===== src/rtl/imem_line_buffer_if.sv =====
// imem_line_buffer_if -- fetch and backing-memory signal bundle for the
// instruction line buffer. Signal names follow the fetch pipeline naming.
// The slave modport is the line buffer's view. The master modport is the
// view of its environment (fetch stage plus memory).
interface imem_line_buffer_if #(
    parameter int ADDR_W = 32
);
    logic [ADDR_W-1:0] Instr_address_fIF;
    logic              FLUSH;
    logic [31:0]       Instr1_2IF;
    logic              STALL_2IF;
    logic              Mem_req;
    logic [ADDR_W-1:0] Mem_addr;
    logic              Mem_ack;
    logic [31:0]       Mem_rdata;
    logic [15:0]       Miss_count;

    modport slave (
        input  Instr_address_fIF,
        input  FLUSH,
        input  Mem_ack,
        input  Mem_rdata,
        output Instr1_2IF,
        output STALL_2IF,
        output Mem_req,
        output Mem_addr,
        output Miss_count
    );

    modport master (
        output Instr_address_fIF,
        output FLUSH,
        output Mem_ack,
        output Mem_rdata,
        input  Instr1_2IF,
        input  STALL_2IF,
        input  Mem_req,
        input  Mem_addr,
        input  Miss_count
    );
endinterface


===== src/rtl/imem_line_buffer.sv =====
// imem_line_buffer -- single-line instruction buffer in front of a slow
// burst memory. A lookup is combinational. A miss fetches a whole line with
// an ascending-word burst.
// Optional feature: define IMEM_PREFETCH_EN to add a second line buffer.
// After each demand fill completes, that buffer is filled with the next
// sequential line.
module imem_line_buffer #(
    parameter int LINE_WORDS = 4,
    parameter int ADDR_W     = 32
) (
    input  logic                CLK,
    input  logic                RESET,
    imem_line_buffer_if.slave   bus
);
    localparam int IDX_W = $clog2(LINE_WORDS);
    localparam int OFF_W = IDX_W + 2;
    localparam int TAG_W = ADDR_W - OFF_W;
    localparam logic [IDX_W-1:0] LAST_BEAT = IDX_W'(LINE_WORDS - 1);

`ifdef IMEM_PREFETCH_EN
    typedef enum logic [1:0] {
        ST_IDLE     = 2'd0,
        ST_FILL     = 2'd1,
        ST_PREFETCH = 2'd2
    } state_t;
`else
    typedef enum logic [1:0] {
        ST_IDLE = 2'd0,
        ST_FILL = 2'd1
    } state_t;
`endif

    state_t            state_r;
    state_t            state_s;

    logic [TAG_W-1:0]  req_tag_s;
    logic [IDX_W-1:0]  req_idx_s;
    logic              unused_addr_bits_s;

    // demand line
    logic [31:0]       d_data_r [LINE_WORDS];
    logic [TAG_W-1:0]  d_tag_r;
    logic              d_valid_r;
    logic              d_hit_s;

    // burst engine shared by every fill
    logic [TAG_W-1:0]  fill_tag_r;
    logic [IDX_W-1:0]  beat_r;
    logic              flush_seen_r;
    logic              mem_req_r;
    logic [ADDR_W-1:0] mem_addr_r;
    logic [15:0]       miss_count_r;

    logic              hit_s;
    logic [31:0]       instr_s;
    logic              start_fill_s;
    logic              accept_s;
    logic              last_s;
    logic              line_ok_s;

`ifdef IMEM_PREFETCH_EN
    logic [31:0]       p_data_r [LINE_WORDS];
    logic [TAG_W-1:0]  p_tag_r;
    logic              p_valid_r;
    logic              p_hit_s;
    logic              pf_pending_r;
    logic              start_pf_s;
    logic [TAG_W-1:0]  next_tag_s;
    logic              pf_holds_next_s;
`endif

    assign req_tag_s          = bus.Instr_address_fIF[ADDR_W-1:OFF_W];
    assign req_idx_s          = bus.Instr_address_fIF[OFF_W-1:2];
    assign unused_addr_bits_s = ^bus.Instr_address_fIF[1:0];

    assign d_hit_s = d_valid_r && (d_tag_r == req_tag_s);

    // A completed burst leaves a valid line only if no FLUSH arrived
    // during the burst, including on the final edge.
    assign line_ok_s = !(flush_seen_r || bus.FLUSH);

`ifdef IMEM_PREFETCH_EN
    assign p_hit_s         = p_valid_r && (p_tag_r == req_tag_s);
    assign hit_s           = d_hit_s || p_hit_s;
    assign next_tag_s      = d_tag_r + {{(TAG_W-1){1'b0}}, 1'b1};
    assign pf_holds_next_s = p_valid_r && (p_tag_r == next_tag_s);
`else
    assign hit_s = d_hit_s;
`endif

    // Lookup data: the demand line has priority; a miss returns zero
    always_comb begin
        instr_s = 32'd0;
        if (d_hit_s) begin
            instr_s = d_data_r[req_idx_s];
        end
`ifdef IMEM_PREFETCH_EN
        else if (p_hit_s) begin
            instr_s = p_data_r[req_idx_s];
        end
`endif
        else begin
            instr_s = 32'd0;
        end
    end

    assign bus.Instr1_2IF = instr_s;
    assign bus.STALL_2IF  = !hit_s;
    assign bus.Mem_req    = mem_req_r;
    assign bus.Mem_addr   = mem_addr_r;
    assign bus.Miss_count = miss_count_r;

    // Next-state logic and per-cycle control strobes
    always_comb begin
        state_s      = state_r;
        start_fill_s = 1'b0;
        accept_s     = 1'b0;
        last_s       = 1'b0;
`ifdef IMEM_PREFETCH_EN
        start_pf_s   = 1'b0;
`endif
        case (state_r)
            ST_IDLE: begin
`ifdef IMEM_PREFETCH_EN
                // The next-line fetch launched by a finished demand fill
                // goes first. A demand miss seen now is retried afterwards.
                if (pf_pending_r && !bus.FLUSH && !pf_holds_next_s) begin
                    state_s    = ST_PREFETCH;
                    start_pf_s = 1'b1;
                end else if (!hit_s) begin
                    state_s      = ST_FILL;
                    start_fill_s = 1'b1;
                end else begin
                    state_s = ST_IDLE;
                end
`else
                if (!hit_s) begin
                    state_s      = ST_FILL;
                    start_fill_s = 1'b1;
                end else begin
                    state_s = ST_IDLE;
                end
`endif
            end
            ST_FILL: begin
                if (bus.Mem_ack) begin
                    accept_s = 1'b1;
                    if (beat_r == LAST_BEAT) begin
                        last_s  = 1'b1;
                        state_s = ST_IDLE;
                    end else begin
                        state_s = ST_FILL;
                    end
                end else begin
                    state_s = ST_FILL;
                end
            end
`ifdef IMEM_PREFETCH_EN
            ST_PREFETCH: begin
                if (bus.Mem_ack) begin
                    accept_s = 1'b1;
                    if (beat_r == LAST_BEAT) begin
                        last_s  = 1'b1;
                        state_s = ST_IDLE;
                    end else begin
                        state_s = ST_PREFETCH;
                    end
                end else begin
                    state_s = ST_PREFETCH;
                end
            end
`endif
            default: begin
                state_s = ST_IDLE;
            end
        endcase
    end

    // State register
    always_ff @(posedge CLK or posedge RESET) begin
        if (RESET) begin
            state_r <= ST_IDLE;
        end else begin
            state_r <= state_s;
        end
    end

    // Burst engine: fill address, request, beat counter, flush memory
    always_ff @(posedge CLK or posedge RESET) begin
        if (RESET) begin
            fill_tag_r   <= {TAG_W{1'b0}};
            mem_addr_r   <= {ADDR_W{1'b0}};
            mem_req_r    <= 1'b0;
            beat_r       <= {IDX_W{1'b0}};
            flush_seen_r <= 1'b0;
        end else if (start_fill_s) begin
            fill_tag_r   <= req_tag_s;
            mem_addr_r   <= {req_tag_s, {OFF_W{1'b0}}};
            mem_req_r    <= 1'b1;
            beat_r       <= {IDX_W{1'b0}};
            flush_seen_r <= 1'b0;
        end
`ifdef IMEM_PREFETCH_EN
        else if (start_pf_s) begin
            fill_tag_r   <= next_tag_s;
            mem_addr_r   <= {next_tag_s, {OFF_W{1'b0}}};
            mem_req_r    <= 1'b1;
            beat_r       <= {IDX_W{1'b0}};
            flush_seen_r <= 1'b0;
        end
`endif
        else if (state_r != ST_IDLE) begin
            if (bus.FLUSH) begin
                flush_seen_r <= 1'b1;
            end
            if (accept_s) begin
                if (last_s) begin
                    beat_r    <= {IDX_W{1'b0}};
                    mem_req_r <= 1'b0;
                end else begin
                    beat_r <= beat_r + {{(IDX_W-1){1'b0}}, 1'b1};
                end
            end
        end
    end

    // Demand line words are written beat by beat during a demand fill
    always_ff @(posedge CLK or posedge RESET) begin
        if (RESET) begin
            for (int i = 0; i < LINE_WORDS; i++) begin
                d_data_r[i] <= 32'd0;
            end
        end else if ((state_r == ST_FILL) && accept_s) begin
            d_data_r[beat_r] <= bus.Mem_rdata;
        end
    end

    // Demand tag/valid: cleared at fill start (words are being replaced)
    // and on FLUSH. Set on the final beat unless the fill was flushed.
    always_ff @(posedge CLK or posedge RESET) begin
        if (RESET) begin
            d_tag_r   <= {TAG_W{1'b0}};
            d_valid_r <= 1'b0;
        end else if ((state_r == ST_FILL) && last_s) begin
            d_tag_r   <= fill_tag_r;
            d_valid_r <= line_ok_s;
        end else if (start_fill_s || bus.FLUSH) begin
            d_valid_r <= 1'b0;
        end
    end

    // Demand miss counter, wraps naturally at 16 bits
    always_ff @(posedge CLK or posedge RESET) begin
        if (RESET) begin
            miss_count_r <= 16'd0;
        end else if (start_fill_s) begin
            miss_count_r <= miss_count_r + 16'd1;
        end
    end

`ifdef IMEM_PREFETCH_EN
    // Prefetch line words are written beat by beat during a prefetch fill
    always_ff @(posedge CLK or posedge RESET) begin
        if (RESET) begin
            for (int i = 0; i < LINE_WORDS; i++) begin
                p_data_r[i] <= 32'd0;
            end
        end else if ((state_r == ST_PREFETCH) && accept_s) begin
            p_data_r[beat_r] <= bus.Mem_rdata;
        end
    end

    // Prefetch tag/valid, with the same flush rules as the demand line
    always_ff @(posedge CLK or posedge RESET) begin
        if (RESET) begin
            p_tag_r   <= {TAG_W{1'b0}};
            p_valid_r <= 1'b0;
        end else if ((state_r == ST_PREFETCH) && last_s) begin
            p_tag_r   <= fill_tag_r;
            p_valid_r <= line_ok_s;
        end else if (start_pf_s || bus.FLUSH) begin
            p_valid_r <= 1'b0;
        end
    end

    // A clean demand completion requests one next-line prefetch.
    // The request is consumed by the following IDLE cycle.
    always_ff @(posedge CLK or posedge RESET) begin
        if (RESET) begin
            pf_pending_r <= 1'b0;
        end else if ((state_r == ST_FILL) && last_s) begin
            pf_pending_r <= line_ok_s;
        end else if (state_r == ST_IDLE) begin
            pf_pending_r <= 1'b0;
        end
    end
`endif

endmodule

===== src/flat_wrapper.sv =====
// flat-port wrapper written by rule: the top's interface ports become plain ports
module imem_line_buffer_flat 
#(
    parameter int LINE_WORDS = 4,
    parameter int ADDR_W     = 32
)
  (CLK, RESET, bus_Instr_address_fIF, bus_FLUSH, bus_Mem_ack, bus_Mem_rdata, bus_Instr1_2IF, bus_STALL_2IF, bus_Mem_req, bus_Mem_addr, bus_Miss_count);
  imem_line_buffer_if #(.ADDR_W(ADDR_W)) bus_i ();
  input  logic CLK;
  input  logic RESET;
  input wire logic [$bits(bus_i.Instr_address_fIF)-1:0] bus_Instr_address_fIF;
  input wire logic [$bits(bus_i.FLUSH)-1:0] bus_FLUSH;
  input wire logic [$bits(bus_i.Mem_ack)-1:0] bus_Mem_ack;
  input wire logic [$bits(bus_i.Mem_rdata)-1:0] bus_Mem_rdata;
  output wire logic [$bits(bus_i.Instr1_2IF)-1:0] bus_Instr1_2IF;
  output wire logic [$bits(bus_i.STALL_2IF)-1:0] bus_STALL_2IF;
  output wire logic [$bits(bus_i.Mem_req)-1:0] bus_Mem_req;
  output wire logic [$bits(bus_i.Mem_addr)-1:0] bus_Mem_addr;
  output wire logic [$bits(bus_i.Miss_count)-1:0] bus_Miss_count;
  assign bus_i.Instr_address_fIF = bus_Instr_address_fIF;
  assign bus_i.FLUSH = bus_FLUSH;
  assign bus_i.Mem_ack = bus_Mem_ack;
  assign bus_i.Mem_rdata = bus_Mem_rdata;
  assign bus_Instr1_2IF = bus_i.Instr1_2IF;
  assign bus_STALL_2IF = bus_i.STALL_2IF;
  assign bus_Mem_req = bus_i.Mem_req;
  assign bus_Mem_addr = bus_i.Mem_addr;
  assign bus_Miss_count = bus_i.Miss_count;
  imem_line_buffer #(.LINE_WORDS(LINE_WORDS), .ADDR_W(ADDR_W)) u_core (.CLK(CLK), .RESET(RESET), .bus(bus_i));
endmodule

===== config.mk =====
export PLATFORM = sky130hd
export DESIGN_NAME = imem_line_buffer_flat
export DESIGN_NICKNAME = d
export VERILOG_FILES = /design/src/rtl/imem_line_buffer_if.sv /design/src/rtl/imem_line_buffer.sv /design/src/flat_wrapper.sv
export SDC_FILE = /design/constraint.sdc
export NUM_CORES = 1
export LEC_CHECK = 0
export ABC_CLOCK_PERIOD_IN_PS = 8400
export BUFFER_PORTS_ARGS = -buffer_cell sky130_fd_sc_hd__buf_2
export CAP_MARGIN = 20
export CELL_PAD_IN_SITES_DETAIL_PLACEMENT = 1
export CELL_PAD_IN_SITES_GLOBAL_PLACEMENT = 1
export CORE_ASPECT_RATIO = 1.75
export CORE_MARGIN = 2
export CORE_UTILIZATION = 47
export CTS_CLUSTER_DIAMETER = 100
export DETAILED_ROUTE_END_ITERATION = 6
export HOLD_SLACK_MARGIN = 0.12
export PLACE_DENSITY = 0.87
export SLEW_MARGIN = 20
export SYNTH_ARGS = -nofsm -noshare
export SYNTH_HDL_FRONTEND = slang
export SYNTH_SLANG_ARGS = --single-unit

===== constraint.sdc =====
create_clock -name CLK -period 8.4 [get_ports CLK]
set_input_delay 0.42 -clock CLK [delete_from_list [all_inputs] [get_ports CLK]]
set_output_delay 0.42 -clock CLK [all_outputs]
set_load 0.05 [all_outputs]

== Word level (Yosys, flattened, before mapping) ==
Index checks and enable logic that the tools add are counted.
Operators by class
  add/subtract/negate cells: 2
  $mul: 0
  divide/modulo/power cells: 0
  order comparisons: 3
  eq/ne operators: 3
  shift operators: 0
  muxes and demuxes: 31
  bitwise operators: 2
  reduce and logical (&&, ||, !) cells: 18
Operators with widths (count)
  $bwmux W128: 1
  $mux W32: 4
  $bmux W32 S2: 1
  $demux W32 S2: 1
  $eq A28 B28 Y1: 1
  $mux W1: 19
  $add A16 B1 Y16 const B: 1
  $reduce_bool A2 Y1: 6
  $mux W2: 4
  $ge A3 B3 Y1 const B: 2
  $not A2 Y3: 2
  $logic_and A1 B1 Y1: 4
  $pmux W2 S2: 1
  $reduce_and A2 Y1: 2
  $lt A3 B1 Y1 const B: 1
  $reduce_and A3 Y1: 1
  $add A2 B1 Y2 const B: 1
  $eq A2 B1 Y1 const B: 1
  $eq A2 B2 Y1 const B: 1
  $logic_not A1 Y1: 2
  $logic_not A2 Y1: 1
  $logic_or A1 B1 Y1: 2
Storage, ports and cells
  bits in registers: 207
  latch bits: 0
  bits in writable memories: 0
  bits in read-only memories: 0
  input port bits: 68
  word-level logic and storage cells: 71
  memories: 0

== Depth between registers and ports, before layout ==
Gate-level depths: netlist of the first run.
  depth after elaboration: 8
  depth in mapped cells: 7
  depth with buffers taken out: 6

== Least setup slack after synthesis of the first run ==
No wires, ideal clock.
  path kind: input to output
  start point: input port bus_Instr_address_fIF[6]
  end point: output port bus_Instr1_2IF[23]
  data arrival time: 2.292 ns
  slack: 5.688 ns
  stages: 7
  path buffers: 2
  path through: xnor2_1 > nand4_1 > nor4_4 > nand3_2 > buf_4 > buf_6 > nor2b_1
Between the ends
  word-level cells in the longest chain between the ends: 3
RTL lines
  start: declaration: line flat_wrapper.sv:11  | input wire logic [$bits(bus_i.Instr_address_fIF)-1:0] bus_Instr_address_fIF;
  $eq A28 B28 Y1: line imem_line_buffer.sv:76  | assign d_hit_s = d_valid_r && (d_tag_r == req_tag_s);
  $logic_and A1 B1 Y1: line imem_line_buffer.sv:76
  $mux W32: line imem_line_buffer.sv:94  | if (d_hit_s) begin
  end: declaration: line flat_wrapper.sv:15  | output wire logic [$bits(bus_i.Instr1_2IF)-1:0] bus_Instr1_2IF;
No other way between the ends.

== Final worst setup path of the first run ==
  start point: register u_core.d_tag_r[19]
  end point: output port bus_Instr1_2IF[15]
Between the ends
  word-level cells in the longest chain between the ends: 3
RTL lines
  start: declaration: line imem_line_buffer.sv:42  | logic [TAG_W-1:0] d_tag_r;
  start signal: assignment: line imem_line_buffer.sv:242  | d_tag_r <= {TAG_W{1'b0}};
  start signal: assignment: line imem_line_buffer.sv:245  | d_tag_r <= fill_tag_r;
  $eq A28 B28 Y1: line imem_line_buffer.sv:76
  $logic_and A1 B1 Y1: line imem_line_buffer.sv:76
  $mux W32: line imem_line_buffer.sv:94
No other way between the ends.

==> results.json, run 1 <==
{
  "min_path_type": "in -> async",
  "crit_chain": "xnor2_1, nand4_1, nor4_4, nand3_2, buf_4, nor2b_1, buf_2",
  "synth_common_cells": "206 x dfrtp_1, 158 x mux2_2, 39 x xnor2_1",
  "r2r_slack_ns": 6.02,
  "worstMarginPinSlew_ns": 1.025,
  "die_x_um": 110.3,
  "rsz0062_at_grt": "false",
  "io_pins": 150,
  "yosys-top-cells-area": "dfrtp_1 55%, mux2_2 19%, mux4_2 7.8%",
  "setup_ws_ns": 5.204,
  "hpwlAfterDp_um": 14410,
  "area_growth_pct": 16.51,
  "postSynthAreaPerCell_um2": 15.55,
  "r2r_end": "u_core.fill_tag_r[1]",
  "status": "complete, no violations",
  "end_kind": "primary output",
  "port_buffers": 143,
  "ys_async_sr_fraction_pct": 100.0,
  "yosys_warnings": 0,
  "cts_max_level": 1,
  "viasPerCell": 5.488,
  "drt_wl_total_um": 22050,
  "post_cts_resized": 0,
  "antenna_found_initial": 2,
  "grt_max_degree": 137,
  "yosysTopAreaCellShare_pct": 55.45,
  "slew_violations": 0,
  "synth_top_area_cell": "dfrtp_1",
  "p_leak_nw": 4.866,
  "critPathLaunchType": "flop",
  "drt_iter0_drc": 189,
  "start_util_pct": 47.51,
  "core_um2": 19570,
  "ir_drop_mv": 0.2566,
  "clk_latency_ns": 0.48,
  "maxCapViolCount": 0,
  "wl_per_cell_um": 22.25,
  "die-area_um2": 20970,
  "pre_cts_ws_ns": 5.461,
  "cts.clk_slew.worst_paths_ns": 0.06,
  "ys.flop_type": "dfrtp_1",
  "rows": 68,
  "firstDrtPassIters": 4,
  "skew_ns": 0.008113,
  "nNetsFinal": 807,
  "via_count": 5439,
  "period_needed_ns": 3.196,
  "grt_use_total_pct": 21.52,
  "clock-root-buffer": "clkbuf_16",
  "final_layout_size_suffix_gt1_share_pct": 54.03,
  "synth_most_common_cell": "dfrtp_1",
  "cts_buffers": 20,
  "fmax_mhz": 312.9,
  "p_per_area_nw_per_um2": 380.9,
  "grt_pass1_wl_um": 34670,
  "r2r-start": "u_core.d_tag_r[19]",
  "die_h_um": 190.1,
  "ys_seq_elements": 206,
  "synth.distinct_cells": 32,
  "finalSetupTns_ns": 0,
  "tritoncts": "done",
  "globalplace.congestion": 0.7614,
  "ys_seq_area_share_pct": 55.45,
  "worstPathRequired_ns": 7.98,
  "cp_max_fo": 49,
  "cts_sinks": 206,
  "clockBufferDepth": 3,
  "slew_headroom_pct": 31.44,
  "critPathMaxStageDelay_ns": 0.47,
  "setup_violations": 0,
  "synth_edf_count": 0,
  "syn-instance-count": 598,
  "cpMaxStageDelayCell": "nor4_4",
  "syn_area_um2": 9296,
  "worst-r2r-cell-count": 6,
  "gr-total-overflow": 0,
  "arrival_ns": 2.78,
  "finalCritPeriodShare_pct": 38.05,
  "drcViolationCount": 0,
  "grt_pass1_vias": 6553,
  "drtAntennaViolNets": 0,
  "critPathKind": "reg -> out",
  "finalHoldViolCount": 0
}
sequential cells by signal, summed over array words and instances (netlist names):
name,count
u_core.d_data_r,128
u_core.d_tag_r,28
u_core.fill_tag_r,28
u_core.bus.Miss_count,16
u_core.beat_r,2
u_core.bus.Mem_req,1
u_core.d_valid_r,1
u_core.flush_seen_r,1
u_core.state_r,1
worst max-delay path by stage:
stage                                          from                 end  slack [ns]  depth (start not counted)
after floorplan                               RESET    u_core.beat_r[0]        2.36                          1
after global placement    bus_Instr_address_fIF[20]  bus_Instr1_2IF[15]        5.48                          8
after detailed placement   bus_Instr_address_fIF[6]  bus_Instr1_2IF[15]        5.46                          8
after CTS                         u_core.d_tag_r[2]  bus_Instr1_2IF[15]        5.07                          7
after global routing              u_core.d_tag_r[2]  bus_Instr1_2IF[15]        4.99                          7
final                            u_core.d_tag_r[19]  bus_Instr1_2IF[15]        5.20                          7
stage by stage:
step / area, um2 / utilization (%) / instances / hold WS (ns) / total power, mW
CTS: 10830 / 55.33 / 989 / 0.1757 / 4.182
finish: 10830 / 55.35 / 991 / 0.1103 / 4.126
detailed placement: 10170 / 51.98 / 956 / 0.4680 / 3.265
floorplan: 9308 / - / 601 / 0.4738 / 2.874
global route: 10830 / 55.35 / 991 / 0.1792 / 4.353
global placement: 10170 / 51.98 / 956 / 0.4599 / 3.099
logic make-up (layout without fill, tap and decap cells):
group | Yosys count | in the layout | synth area share (%)
AO/OA/AOI/OAI | 7 | 7 | 0.7672
adder cells (fa/ha/maj) | 5 | 5 | 0.6729
flip-flops | 206 | 206 | 55.45
AND/OR/NAND/NOR | 78 | 78 | 5.263
other | 1 | 6 | 0.04034
XOR/XNOR | 43 | 43 | 4.051
buffers and inverters | 40 | 183 | 2.396
multiplexers | 218 | 218 | 31.36
area by class of cell:
| cell class | count | area (um2) |
|---|---|---|
| Fill cell | 1913 | 8737 |
| Sequential cell | 206 | 5155 |
| Clock buffer | 29 | 605.6 |
| Tap cell | 245 | 306.5 |
| Timing Repair Buffer | 148 | 755.7 |
| Multi-Input combinational cell | 355 | 3945 |
| Antenna cell | 2 | 5.005 |
| Inverter | 3 | 18.77 |
| Clock inverter | 3 | 40.04 |
cells in the final DEF, fill, tap and decap left out, types with 2 or more instances in the layout:
master	count
a22o_1	2
and2_1	2
and3_1	5
buf_2	143
buf_4	4
clkbuf_1	3
clkbuf_16	21
clkbuf_8	5
clkinv_2	2
conb_1	4
dfrtp_1	206
diode_2	2
ha_1	5
inv_1	2
mux2_2	158
mux2_4	27
mux4_2	32
nand2_1	6
nand2_2	3
nand3_1	3
nand4_1	13
nor2_1	5
nor2b_1	33
nor4_4	2
o21a_1	2
xnor2_1	39
xor2_1	4
per-layer routing:
metal / global-route usage (%) / part of all wire [%] / vias to the layer above
li1: - / - / 2408
met1: 22.92 / 36 / 2865
met2: 41.88 / 58 / 129
met3: 3.255 / 4.1 / 37
met4: 6.779 / 2.4 / 0
met5: 0 / 0 / -
power by group:
part | total (mW) | internal (mW) | switching [mW]
clock | 0.886 | 0.527 | 0.359
combinational | 1.47 | 0.759 | 0.710
sequential | 1.77 | 1.47 | 0.302
total | 4.13 | 2.76 | 1.37
critical path, delay by kind of cell, from the launching register on:
kind	cells	cell delay, ns
flip-flops	1	0.39
AND/OR/NAND/NOR	4	1.03
XOR/XNOR	1	0.22
buffers and inverters	2	0.64
what timing repair did:
item	CTS	global route
endpoints found under the hold margin	1	0
hold buffers	1	0
buffers inserted	0	0
(Power assumes the default switching activity.)
==> inputs of run 2 (changes only) <==
--- a/config.mk
+++ b/config.mk
@@ -5,7 +5,7 @@
 export SDC_FILE = /design/constraint.sdc
 export NUM_CORES = 1
 export LEC_CHECK = 0
-export ABC_CLOCK_PERIOD_IN_PS = 8400
+export ABC_CLOCK_PERIOD_IN_PS = 3100
 export BUFFER_PORTS_ARGS = -buffer_cell sky130_fd_sc_hd__buf_2
 export CAP_MARGIN = 20
 export CELL_PAD_IN_SITES_DETAIL_PLACEMENT = 1
==> constraint.sdc (replaced) <==
create_clock -name CLK -period 3.1 [get_ports CLK]
set_input_delay 0.155 -clock CLK [delete_from_list [all_inputs] [get_ports CLK]]
set_output_delay 0.155 -clock CLK [all_outputs]
set_load 0.05 [all_outputs]
==> results.json, run 2 (synthesized netlist as in run 1, its figures left out) <==
{
  "status": "complete, no violations",
  "fin_cells": 1064,
  "placed_cells": 963,
  "end_kind": "primary output",
  "firstDrtPassIters": 4,
  "cts_max_level": 1,
  "gr-total-overflow": 0,
  "wl_per_cell_um": 21.59,
  "skew_ns": 0.01137,
  "finalSetupTns_ns": 0,
  "drt_iter0_drc": 174,
  "p_leak_nw": 5.190,
  "placedInstanceArea_um2": 10270,
  "cts_sinks": 206,
  "grt_pass1_wl_um": 36730,
  "cts_buffers": 20,
  "die-area_um2": 20970,
  "worstMarginPinSlew_ns": 0.9796,
  "p_per_area_nw_per_um2": 980.4,
  "antenna_found_initial": 1,
  "drt_wl_total_um": 22980,
  "arrival_ns": 2.66,
  "final_common_cell": "dfrtp_1",
  "slew_headroom_pct": 34.69,
  "slew_violations": 0,
  "largest_reg_flops": 128,
  "nNetsFinal": 878,
  "maxCapViolCount": 0,
  "drtAntennaViolNets": 0,
  "via_count": 5734,
  "final_layout_size_suffix_gt1_share_pct": 50.49,
  "nFillCells": 1873,
  "critPathLaunchType": "flop",
  "rsz0062_at_grt": "false",
  "cp_max_fo": 47,
  "start_util_pct": 47.51,
  "cts.clk_slew.worst_paths_ns": 0.07,
  "grt_pass1_vias": 6908,
  "area_growth_pct": 24.74,
  "die_h_um": 190.1,
  "worstPathRequired_ns": 2.94,
  "power_mw": 11.37,
  "io_pins": 150,
  "tritoncts": "done",
  "clockBufferDepth": 3,
  "top_regs": "u_core.d_data_r (128), u_core.d_tag_r (28), u_core.fill_tag_r (28)",
  "rows": 68,
  "mostFrequentLayoutCells": "206 x dfrtp_1, 158 x mux2_2, 143 x buf_2",
  "hpwlAfterDp_um": 14980,
  "grt_max_degree": 77,
  "final_cell_area_um2": 11600,
  "grt_use_total_pct": 22.76,
  "finalHoldViolCount": 0,
  "viasPerCell": 5.389,
  "finalCritPeriodShare_pct": 90.79,
  "pre_cts_ws_ns": 0.6596,
  "drcViolationCount": 0,
  "die_x_um": 110.3,
  "core_um2": 19570,
  "ir_drop_mv": 0.6872,
  "top_register": "u_core.d_data_r",
  "clock-root-buffer": "clkbuf_16",
  "critPathKind": "reg -> out",
  "port_buffers": 143,
  "clk_latency_ns": 0.49,
  "min_path_type": "in -> async",
  "fmax_mhz": 355.3,
  "globalplace.congestion": 0.7440,
  "period_needed_ns": 2.814,
  "setup_ws_ns": 0.2855,
  "setup_violations": 0
}
## run 2: area by class of cell
type,count,area (um2),share of cell area [%]
multi-input combinational,355,3945,34.02
clock inverter,5,52.55,0.4532
tap,245,306.5,2.644
clock buffer,30,609.3,5.255
timing repair buffer,219,1510,13.02
inverter,3,15.01,0.1295
antenna,1,2.502,0.02158
sequential,206,5155,44.45
## run 2: worst paths after layout
check	startpoint	end	slack, ns	cells after the start
max	u_core.d_tag_r[16]	bus_Instr1_2IF[9]	0.29	7
min	RESET	u_core.bus.Miss_count[9]	0.22	3
max reg2reg	u_core.d_tag_r[5]	u_core.fill_tag_r[16]	0.71	7
min reg2reg	u_core.bus.Miss_count[5]	u_core.bus.Miss_count[5]	0.48	1
max in group asynchronous	RESET	u_core.d_data_r[102]	1.92	5
min in group CLK	bus_FLUSH	u_core.d_valid_r	0.41	3
## run 2: report_power, final
part,total (mW),internal (mW),switching (mW)
combinational,4.12,2.13,1.99
clock,2.46,1.44,1.02
sequential,4.79,3.98,0.808
## run 2: repair_timing
| item | CTS | global route |
|---|---|---|
| gates resized for setup | 0 | 1 |
| buffers inserted | 0 | 1 |
| endpoints found under the hold margin | 199 | 0 |
| hold buffers | 63 | 0 |
| endpoints found under the setup margin | 0 | 30 |
## run 2: through the flow
step           hold WS (ns)  utilization (%)
3_3_place_gp         0.3434            52.48
4_1_cts              0.3884            59.09
6_report             0.2197            59.26
3_5_place_dp         0.3584            52.48
2_1_floorplan        0.2208                -
5_1_grt              0.2465            59.26
## run 2: worst max-delay path, stage by stage (launching register included)
cell and delay [ns]:
dfrtp_1 0.40, xnor2_1 0.19, nand4_1 0.18, nor4_4 0.39, nand3_2 0.18, buf_6 0.28
nor2b_1 0.23, buf_2 0.31
## run 2: per-layer routing
| metal | wire [um] | track usage [%] | share of wire (%) | vias to the layer above |
|---|---|---|---|---|
| met5 | 0 | 0 | 0 | - |
| met4 | 603 | 7.212 | 2.6 | 0 |
| met3 | 861 | 3.049 | 3.7 | 47 |
| met2 | 13370 | 44.53 | 58 | 132 |
| met1 | 8138 | 24.27 | 35 | 3006 |
| li1 | - | - | - | 2549 |
